===== config.mk =====
export PLATFORM = sky130hd
export DESIGN_NAME = imem_loader
export DESIGN_NICKNAME = d
export VERILOG_FILES = /design/src/rtl/imem_loader_pkg.sv /design/src/rtl/word_packer.sv /design/src/rtl/imem_loader.sv
export SDC_FILE = /design/constraint.sdc
export NUM_CORES = 1
export LEC_CHECK = 0
export ABC_AREA = 1
export CAP_MARGIN = 30
export CORE_ASPECT_RATIO = 1.2
export CORE_UTILIZATION = 45
export CTS_CLUSTER_SIZE = 40
export DETAILED_ROUTE_END_ITERATION = 6
export PLACE_DENSITY_LB_ADDON = 0.25
export SYNTH_ARGS = -nofsm -noshare
export SYNTH_HDL_FRONTEND = slang
export SYNTH_SLANG_ARGS = --single-unit

===== constraint.sdc =====
create_clock -name CLK -period 15.9 [get_ports CLK]
set_input_delay 1.59 -clock CLK [delete_from_list [all_inputs] [get_ports CLK]]
set_output_delay 1.59 -clock CLK [all_outputs]
set_load 0.005 [all_outputs]

===== src/rtl/imem_loader_pkg.sv =====
// Shared definitions for the instruction-memory loader: state encoding, default
// capacity and the start-request range check.
package imem_loader_pkg;

    localparam logic [1:0] ST_IDLE    = 2'd0;
    localparam logic [1:0] ST_COLLECT = 2'd1;
    localparam logic [1:0] ST_WRITE   = 2'd2;
    localparam logic [1:0] ST_FIN     = 2'd3;

    localparam int unsigned DEPTH_BYTES_DEFAULT = 262144;

    // Evaluated at 64 bits so base + 4*words can never wrap.
    function automatic logic range_bad(input logic [31:0] base, input logic [63:0] words,
                                       input logic [63:0] depth);
        logic [63:0] last;
        last = 64'(base) + (words << 2);
        return (base[1:0] != 2'b00) || (last > depth);
    endfunction

endpackage


===== src/rtl/word_packer.sv =====
// Assembles four bytes into a little-endian word, one lane per accepted byte.
// The word output already includes the byte being written this cycle.
module word_packer (
    input  logic        clk,
    input  logic        rst,
    input  logic        clr,
    input  logic        be,
    input  logic [7:0]  byte_in,
    input  logic [1:0]  lane,
    output logic [31:0] word
);

    logic [31:0] word_q;

    always_comb begin
        word = word_q;
        if (be) begin
            word[{lane, 3'b000} +: 8] = byte_in;
        end
    end

    always_ff @(posedge clk or posedge rst) begin
        if (rst) begin
            word_q <= '0;
        end else if (clr) begin
            word_q <= '0;
        end else begin
            word_q <= word;
        end
    end

endmodule


===== src/rtl/imem_loader.sv =====
// Streams bytes into 32-bit instruction-memory writes starting at a word-aligned
// base address, with a range check on every load request.
module imem_loader
    import imem_loader_pkg::*;
#(
    parameter int unsigned DEPTH_BYTES = DEPTH_BYTES_DEFAULT,
    parameter int unsigned LEN_W       = 18
) (
    input  logic             CLK,
    input  logic             RST,
    input  logic             START,
    input  logic [31:0]      BASE,
    input  logic [LEN_W-1:0] LEN,
    input  logic [7:0]       BYTE_IN,
    input  logic             BYTE_VALID,
    output logic             BYTE_READY,
    output logic             WE,
    output logic [31:0]      WADDR,
    output logic [31:0]      WDATA,
    output logic             BUSY,
    output logic             DONE,
    output logic             ERR
);

    logic [1:0]       state_q, state_d;
    logic [31:0]      base_q;
    logic [LEN_W-1:0] len_q;
    logic [LEN_W-1:0] word_cnt_q;
    logic [LEN_W-1:0] cnt_inc;
    logic [1:0]       lane_q;
    logic             err_q;
    logic [31:0]      waddr_q;
    logic [31:0]      wdata_q;
    logic             start_ok;
    logic             accept;
    logic             bad;
    logic [31:0]      pk_word;

    assign start_ok = START && (state_q == ST_IDLE);
    assign accept   = BYTE_VALID && BYTE_READY;
    assign bad      = range_bad(BASE, 64'(LEN), 64'(DEPTH_BYTES));
    assign cnt_inc  = word_cnt_q + LEN_W'(1);

    word_packer u_packer (
        .clk     (CLK),
        .rst     (RST),
        .clr     (start_ok),
        .be      (accept),
        .byte_in (BYTE_IN),
        .lane    (lane_q),
        .word    (pk_word)
    );

    always_comb begin
        state_d = state_q;
        case (state_q)
            ST_IDLE: begin
                if (START) begin
                    state_d = (bad || (LEN == '0)) ? ST_FIN : ST_COLLECT;
                end
            end
            ST_COLLECT: begin
                if (accept && (lane_q == 2'd3)) begin
                    state_d = ST_WRITE;
                end
            end
            ST_WRITE: state_d = (cnt_inc == len_q) ? ST_FIN : ST_COLLECT;
            default:  state_d = ST_IDLE;
        endcase
    end

    always_ff @(posedge CLK or posedge RST) begin
        if (RST) begin
            state_q    <= ST_IDLE;
            base_q     <= '0;
            len_q      <= '0;
            word_cnt_q <= '0;
            lane_q     <= '0;
            err_q      <= 1'b0;
            waddr_q    <= '0;
            wdata_q    <= '0;
        end else begin
            state_q <= state_d;
            if (start_ok) begin
                base_q     <= BASE;
                len_q      <= LEN;
                err_q      <= bad;
                word_cnt_q <= '0;
                lane_q     <= '0;
            end
            if (accept) begin
                lane_q <= lane_q + 2'd1;
                // Capture address and data with the last byte so they are
                // valid during the write cycle and held afterwards.
                if (lane_q == 2'd3) begin
                    waddr_q <= base_q + (32'(word_cnt_q) << 2);
                    wdata_q <= pk_word;
                end
            end
            if (state_q == ST_WRITE) begin
                word_cnt_q <= cnt_inc;
            end
        end
    end

    assign BYTE_READY = (state_q == ST_COLLECT);
    assign WE         = (state_q == ST_WRITE);
    assign BUSY       = (state_q != ST_IDLE);
    assign DONE       = (state_q == ST_FIN);
    assign ERR        = err_q;
    assign WADDR      = waddr_q;
    assign WDATA      = wdata_q;

endmodule


==> metrics.cfg, run 1 <==
[status]
status = completed

[worst_setup_path]
endpoint_kind = flop
worst_ep_arrival_time_ps = 4320
crit_type = input port to flop
crit_top_cell = inv_1
cp_slowest_stage_delay_ps = 760
crit_fanout = 99
crit_required_ps = 16190
cpMaxStageDelayCell = buf_4
crit_chain = clkdlybuf4s50_1, inv_1, nor2_4, buf_4, inv_1, buf_4, nand2_1, inv_1, nand2_1, o21ai_0
start_kind = input port
ff2ff_setup_slack_ps = 12850

[power_and_ir_drop]
pwr-share-seq = 0.369
vdd_drop_max_v = 0.0000927
p_switching_uw = 737
p_per_area_nw_per_um2 = 146
share_comb_of_total_power = 0.408
power.total_mw = 1.83
clkPwrFrac = 0.223
switching_share = 0.403
p_int_mw = 1.09
power_leakage_nw = 6.31

[layout]
area_growth_pct = 20.9
drive_above_1_share = 0.0496
seqCellArea_um2 = 4200
multi_input_area_um2 = 5380
insertedDiodeCount = 0
fill_cells = 2196
layout.nets = 1685

[clocking]
clk_latency_ps = 430
cts_buffer_depth = 2
h-tree-depth = 4
clk_pin_slew_ps = 70
cts_buffers = 17
cts_tree = yes
clkSinkCount = 168
cts_resized = 0
cts-root-buf = clkbuf_16
ctsHoldBuffers = 0
post_cts_buffers = 0

[synth]
netlist_area_um2 = 10400
yosys-top-cells-area = dfrtp_1, nand2_1, inv_1
synth_area_per_cell_um2 = 7.11
syn_nets = 1565
syn_inst = 1459
yosysWarnings = 0
yosysUniqueCellTypes = 52
synth_top_area_frac = 0.405
synth_seq_area_share = 0.405
yosysTopAreaCell = dfrtp_1
ys_seq_elements = 168

[floorplan]
io_pins = 131
coreArea_um2 = 22500
core.rowCount = 60
dieArea_um2 = 23700
die_h_um = 168
initial_core_util = 0.461
die_w_um = 141

[sta]
setup_viol = 0
tns_ps = 0
period_needed_ps = 4030
period_share = 0.253
slew_viol_final = 0
max-slew-margin-rel = 0.337
fmax_mhz = 248
hold_viol = 0
tightest_slew_ps = 994
fin_skew_ps = 17.9
rsz0062_at_grt = no

[global_routing]
grt_max_degree = 100
overflow = 0
grt_usage = 0.252
grt_pass1_vias = 9355
grt_first_pass_wirelength_mm = 46.4
antenna_found_initial = 0

[placed_design]
gp_congestion = 0.951
hpwl_mm = 22.3
portBuffers = 130

[detailed_routing]
wire_per_inst_um = 15.3
drtIter0Drc = 619
drt_first_pass_iters = 6
vias = 9661
ant_nets = 0
drt-total-wl_mm = 28.6
drc_errors = 0
vias_per_cell = 5.16

[worst_hold_path]
hold_class = flop to flop

[job]
max-cap-violations = 0

[per-stage QoR]
step           area (µm²)  setup WS [ps]  instances   util  hold slack (ps)
2_1_floorplan       10400           9760       1459      -              442
3_3_place_gp        11900          11480       1838  0.530              462
3_5_place_dp        11900          11410       1838  0.530              466
4_1_cts             12500          11880       1870  0.556              484
5_1_grt             12500          11650       1871  0.557              500
6_report            12500          11870       1871  0.557              479
[final cells by class]
| class | instances | share of cell area |
|---|---|---|
| multi-input cells | 1079 | 0.429 |
| well taps | 279 | 0.0278 |
| clock inverters | 13 | 0.0108 |
| clock buffers | 19 | 0.0353 |
| repair buffers | 135 | 0.108 |
| inverters | 178 | 0.0537 |
| flip-flops and latches | 168 | 0.335 |
[power by group through the flow]
stage	sequential [mW]	clock, mW	combinational, mW
3_5_place_dp	0.680	0	0.746
5_1_grt	0.692	0.436	0.846
2_1_floorplan	0.651	0	0.484
3_3_place_gp	0.674	0	0.734
6_report	0.675	0.407	0.747
4_1_cts	0.673	0.418	0.751
[state kept, by name (all words and copies together) (netlist names)]
register         flops
u_packer.word_q     31
word_cnt_q          18
lane_q               2
ERR                  1
base_q              32
state_q              2
WDATA               32
len_q               18
WADDR               32
[synth_stat cells, drive strengths merged]
library cell,instances
nand3b,8
o22ai,16
a31o,1
inv,176
a21oi,34
nor3,14
a22oi,4
a21o,1
fa,2
a21boi,1
a32oi,8
clkbuf,24
buf,10
o21bai,2
o21a,1
xnor3,1
o211ai,1
xor2,20
ha,42
dfrtp,168
o31ai,11
nand2,548
nand4,22
clkinv,2
nand3,81
o21ai,100
or2,4
and2,3
nor4,6
nor2,127
xnor2,8
a211oi,1
and3,1
a31oi,8
mux2i,3
[worst max-delay path, delay by kind of cell]
kind	cells	cell delay, ps
AOI/OAI and AO/OA	1	70
buffers and inverters	6	1830
and+or+nand+nor	3	760
[cells in the final DEF, fill, tap and decap left out, types with 7 or more instances in the layout]
cell type / count
xor2_1: 19
nand3_1: 76
clkdlybuf4s50_1: 130
nand2_1: 544
xnor2_1: 8
inv_2: 9
nor2_1: 113
dfrtp_1: 168
ha_1: 42
a21oi_1: 32
clkbuf_16: 17
o21ai_1: 20
nand4_1: 21
nand3b_1: 8
nor2_2: 10
nor3_1: 12
inv_1: 166
a31oi_1: 7
o31ai_1: 11
o22ai_1: 16
o21ai_0: 79
a32oi_1: 8
[logic make-up (layout without fill, tap and decap cells)]
kind of cell / after synthesis / in the layout / synth area share
adder cells (fa/ha/maj): 44 / 44 / 0.0545
flip-flops: 168 / 168 / 0.405
XOR/XNOR: 29 / 29 / 0.0265
AO/OA/AOI/OAI: 189 / 189 / 0.104
multiplexers: 3 / 3 / 0.00289
buffers and inverters: 212 / 345 / 0.0778
AND/OR/NAND/NOR: 814 / 814 / 0.329
[final timing paths]
| kind | from | endpoint | depth (start not counted) |
|---|---|---|---|
| setup / recovery | START | word_cnt_q[2] | 10 |
| hold / removal | WADDR[30] | WADDR[30] | 2 |
| setup reg to reg | state_q[0] | word_cnt_q[2] | 10 |
| max in group asynchronous | RST | len_q[9] | 4 |
| min in group asynchronous | RST | base_q[8] | 2 |
| hold reg to reg | WADDR[30] | WADDR[30] | 2 |
[per-layer routing]
metal / up-vias / share of wire / track usage
met5: - / 0 / 0
met4: 0 / 0.044 / 0.133
met3: 67 / 0.041 / 0.0284
met2: 297 / 0.48 / 0.435
met1: 4377 / 0.43 / 0.308
li1: 4920 / - / -
Power figures use the tool's default switching activity.
==> run 2, diff against run 1 <==
- clock period: 15.9 -> 3.6 ns (I/O delays scaled with it)
==> run 2 against run 1 <==
Compared with the run above: sequential share of layout area is essentially flat; register-to-register slack lost 12000 ps; core utilization is essentially flat; flip-flop and latch count is the same; wire length shrank 1.3%; sequential power grew to 4.4 times the previous value; power grew to 4.4 times the previous value.
==> metrics.cfg, run 2 (same netlist as run 1, synthesis figures left out) <==
[global_routing]
grt_pass1_vias = 9389
grt_first_pass_wirelength_mm = 46.3
grt_max_degree = 169
overflow = 0
antenna_found_initial = 0
grt_usage = 0.250

[detailed_routing]
drc_errors = 0
wire_per_inst_um = 15.1
vias = 9687
ant_nets = 0
drt-total-wl_mm = 28.3
vias_per_cell = 5.18
drt_first_pass_iters = 7
drtIter0Drc = 529

[power_and_ir_drop]
power_leakage_nw = 6.31
power.total_mw = 8.07
vdd_drop_max_v = 0.000280
p_per_area_nw_per_um2 = 644

[layout]
drive_above_1_share = 0.0490
insertedDiodeCount = 0
fin_cells = 1871
mostFrequentLayoutCells = nand2_1, dfrtp_1, inv_1
final_util = 0.556
area_growth_pct = 20.8
final_common_cell = nand2_1
layout.nets = 1686
fill_cells = 2198
finalInstanceArea_um2 = 12500

[clocking]
clk_pin_slew_ps = 60
cts_buffer_depth = 2
clkSinkCount = 168
clk_latency_ps = 430
post_cts_buffers = 0
cts_buffers = 17
ctsHoldBuffers = 0
h-tree-depth = 4
cts_resized = 0
cts_tree = yes
cts-root-buf = clkbuf_16

[floorplan]
io_pins = 131
die_w_um = 141
dieArea_um2 = 23700
die_h_um = 168
core.rowCount = 60
initial_core_util = 0.461
coreArea_um2 = 22500

[placed_design]
place_ws_ps = 513
dp_cells = 1840
hpwl_mm = 21.8
gp_congestion = 0.943
portBuffers = 130
place_area_um2 = 12000

[sta]
tightest_slew_ps = 961
hold_viol = 0
tns_ps = 0
max-slew-margin-rel = 0.359
period_needed_ps = 2650
timing.hold.ws_ps = 477
slew_viol_final = 0
rsz0062_at_grt = no
period_share = 0.736
fin_skew_ps = 11.5
layout_setup_ws_ps = 952
setup_viol = 0
fmax_mhz = 378

[worst_hold_path]
hold_class = flop to flop

[status]
status = completed

[worst_setup_path]
endpoint_kind = flop
crit_type = input port to flop
crit_fanout = 5
start_kind = input port
worst_ep_arrival_time_ps = 2970
crit_required_ps = 3920

[job]
max-cap-violations = 0

run 2: power breakdown:
part / switching [mW] / total [mW] / internal, mW
clock network: 0.743 / 1.78 / 1.04
registers: 0.459 / 2.95 / 2.49
logic: 1.99 / 3.34 / 1.34
run 2: layout make-up:
type,instances,area (µm²),area share
clock buffer,20,447,0.0356
clock inverter,11,126,0.0101
multi-input combinational,1079,5380,0.429
sequential,168,4200,0.335
tap,279,349,0.0279
timing repair buffer,136,1360,0.108
inverter,178,672,0.0536
run 2: worst paths after layout:
path                               start          to  slack, ps  cells after the start
max                               LEN[9]         ERR        950                     14
min                            base_q[8]   base_q[8]        480                      2
max reg2reg                word_cnt_q[0]   WADDR[30]       1060                     10
min reg2reg                    base_q[8]   base_q[8]        480                      2
max in group asynchronous            RST  base_q[25]       2380                      3
min in group asynchronous            RST    WADDR[4]        550                      3
run 2: worst max-delay path: stages:
cell and delay (ps):
clkdlybuf4s50_1 480, ha_1 400, nand2_1 140, nor2_1 380, nand3_1 230, nand3_2 180
nand2_1 70, nand2_1 80, xor2_1 170, nand3_1 150, a21oi_2 160, nand2_1 60
nand2_1 50, nand2_1 60
run 2: metal layers:
layer  vias up  track usage  part of all wire
met3        61       0.0350             0.042
met4         0        0.123             0.042
met2       291        0.434              0.48
met5         -            0                 0
li1       4945            -                 -
met1      4390        0.303              0.43
==> run 3, diff against run 2 <==
- clock period: 3.6 -> 2.31 ns (I/O delays scaled with it)
==> run 3 against run 2 <==
Compared with the run above: global-route usage is 0.78 points higher; core utilization is 7.1 points higher; setup slack worse by 820 ps; sequential power is 55% higher; die area stayed put; final cell count is 7.8% higher; worst hold slack worse by 390 ps; register-to-register slack worse by 930 ps; power is 69% higher; sequential share of layout area is 3.8 points lower; critical path type is now flop to flop.
==> metrics.cfg, run 3 (same netlist as run 1, synthesis figures left out) <==
[global_routing]
grt_first_pass_wirelength_mm = 48.2
grt_usage = 0.258
overflow = 0
grt_pass1_vias = 10000
antenna_found_initial = 0
grt_max_degree = 86

[sta]
period_share = 0.945
period_needed_ps = 2180
tightest_slew_ps = 691
rsz0062_at_grt = yes
tns_ps = 0
fmax_mhz = 458
setup_viol = 0
layout_setup_ws_ps = 127
hold_viol = 0
fin_skew_ps = 9.57
slew_viol_final = 0
max-slew-margin-rel = 0.538

[layout]
finalInstanceArea_um2 = 14100
area_growth_pct = 36.1
insertedDiodeCount = 0
drive_above_1_share = 0.163
fill_cells = 2002
layout.nets = 1831
final_common_cell = nand2_1
mostFrequentLayoutCells = nand2_1, dfrtp_1, inv_1

[detailed_routing]
drt-total-wl_mm = 29.6
wire_per_inst_um = 14.7
drtIter0Drc = 491
drc_errors = 0
ant_nets = 0
vias_per_cell = 5.09
drt_first_pass_iters = 5
vias = 10300

[worst_setup_path]
regToRegEndpoint = WADDR[30]
crit_type = flop to flop
start_kind = flop
ff2ff_path_depth = 11
cp-endpoint = WADDR[30]
worst_ep_arrival_time_ps = 2510
crit_required_ps = 2630
ff2ff_setup_slack_ps = 130
r2r-start = base_q[11]
endpoint_kind = flop
crit_fanout = 4
startpoint = base_q[11]

[clocking]
clk_pin_slew_ps = 70
cts-root-buf = clkbuf_16
clkSinkCount = 168
cts_buffer_depth = 2
cts_tree = yes
clk_latency_ps = 430
cts_buffers = 17
h-tree-depth = 4

[floorplan]
io_pins = 131
core.rowCount = 60
die_h_um = 168
coreArea_um2 = 22500
die_w_um = 141
dieArea_um2 = 23700
initial_core_util = 0.461

[power_and_ir_drop]
p_int_mw = 8.34
clkPwrFrac = 0.208
pwr-share-seq = 0.334
switching_share = 0.390
p_per_area_nw_per_um2 = 968
power.total_mw = 13.7
p_switching_mw = 5.33
power_leakage_nw = 7.19
share_comb_of_total_power = 0.458
vdd_drop_max_v = 0.000484

[placed_design]
hpwl_mm = 23.6
place_ws_ps = -451
portBuffers = 130
gp_congestion = 0.955
place_area_um2 = 13100

[worst_hold_path]
hold_class = input port to flop
hold_depth = 3

[status]
status = completed

[job]
max-cap-violations = 0

## run 3: cell count changes in the layout (fill, tap and decap cells not counted), sizes merged
cell and delta:
buf +145, clkinvlp +2, clkdlybuf4s50 -12, clkbuf -2
dlymetal6s2s +12, clkinv -5, inv +6
## run 3: how the worst min path moves through the flow
stage,from,to
floorplan,BASE[0],base_q[0]
global placement,base_q[0],WADDR[0]
detailed placement,base_q[1],WADDR[1]
CTS,RST,base_q[3]
global route,BASE[2],base_q[2]
finish,BASE[2],base_q[2]
## run 3: stage by stage
step                      std cells  utilization  hold slack [ps]
after floorplan                1459            -              348
after global placement         1981        0.580              457
after detailed placement       1981        0.580              457
after CTS                      2013        0.607              266
after global routing           2017        0.627             89.6
final                          2017        0.627             91.1
## run 3: power by group through the flow
| stage | sequential (mW) | clock, mW | combinational, mW |
|---|---|---|---|
| 2_1_floorplan | 4.48 | 0 | 3.33 |
| 3_3_place_gp | 4.55 | 0 | 5.89 |
| 3_5_place_dp | 4.57 | 0 | 5.98 |
| 4_1_cts | 4.53 | 2.88 | 6.04 |
| 5_1_grt | 4.68 | 3.00 | 6.98 |
| 6_report | 4.57 | 2.84 | 6.26 |
## run 3: what timing repair did
| item | CTS | global route |
|---|---|---|
| setup endpoints to repair | 3 | 13 |
| hold endpoints to repair | 0 | 0 |
| hold buffers | 0 | 0 |
| resized for setup | 3 | 76 |
| setup buffers | 0 | 4 |
| pin swaps | 0 | 24 |
## run 3: critical path, stage by stage, from the launching register on
cell	delay (ps)
dfrtp_2	450
ha_4	300
nand2_1	110
nor2_4	180
nand2_1	90
nand2_2	100
nand2_2	110
a31oi_4	240
nand4_1	140
or2_0	230
nand3_1	70
nand2_1	60
## run 3: metal layers
| metal | wire, µm | global-route usage | vias to the layer above | share of wire |
|---|---|---|---|---|
| li1 | - | - | 5224 | - |
| met1 | 12400 | 0.305 | 4703 | 0.42 |
| met2 | 14900 | 0.460 | 282 | 0.50 |
| met3 | 1220 | 0.0333 | 60 | 0.041 |
| met4 | 1070 | 0.124 | 0 | 0.036 |
| met5 | 0 | 0 | - | 0 |
## run 3: area by class of cell
type / count / area [µm²] / share of cell area
Sequential cell: 168 / 4210 / 0.298
Clock buffer: 18 / 429 / 0.0304
Inverter: 178 / 672 / 0.0476
Clock inverter: 14 / 161 / 0.0114
Timing Repair Buffer: 281 / 2530 / 0.179
Multi-Input combinational cell: 1079 / 5770 / 0.409
Tap cell: 279 / 349 / 0.0247
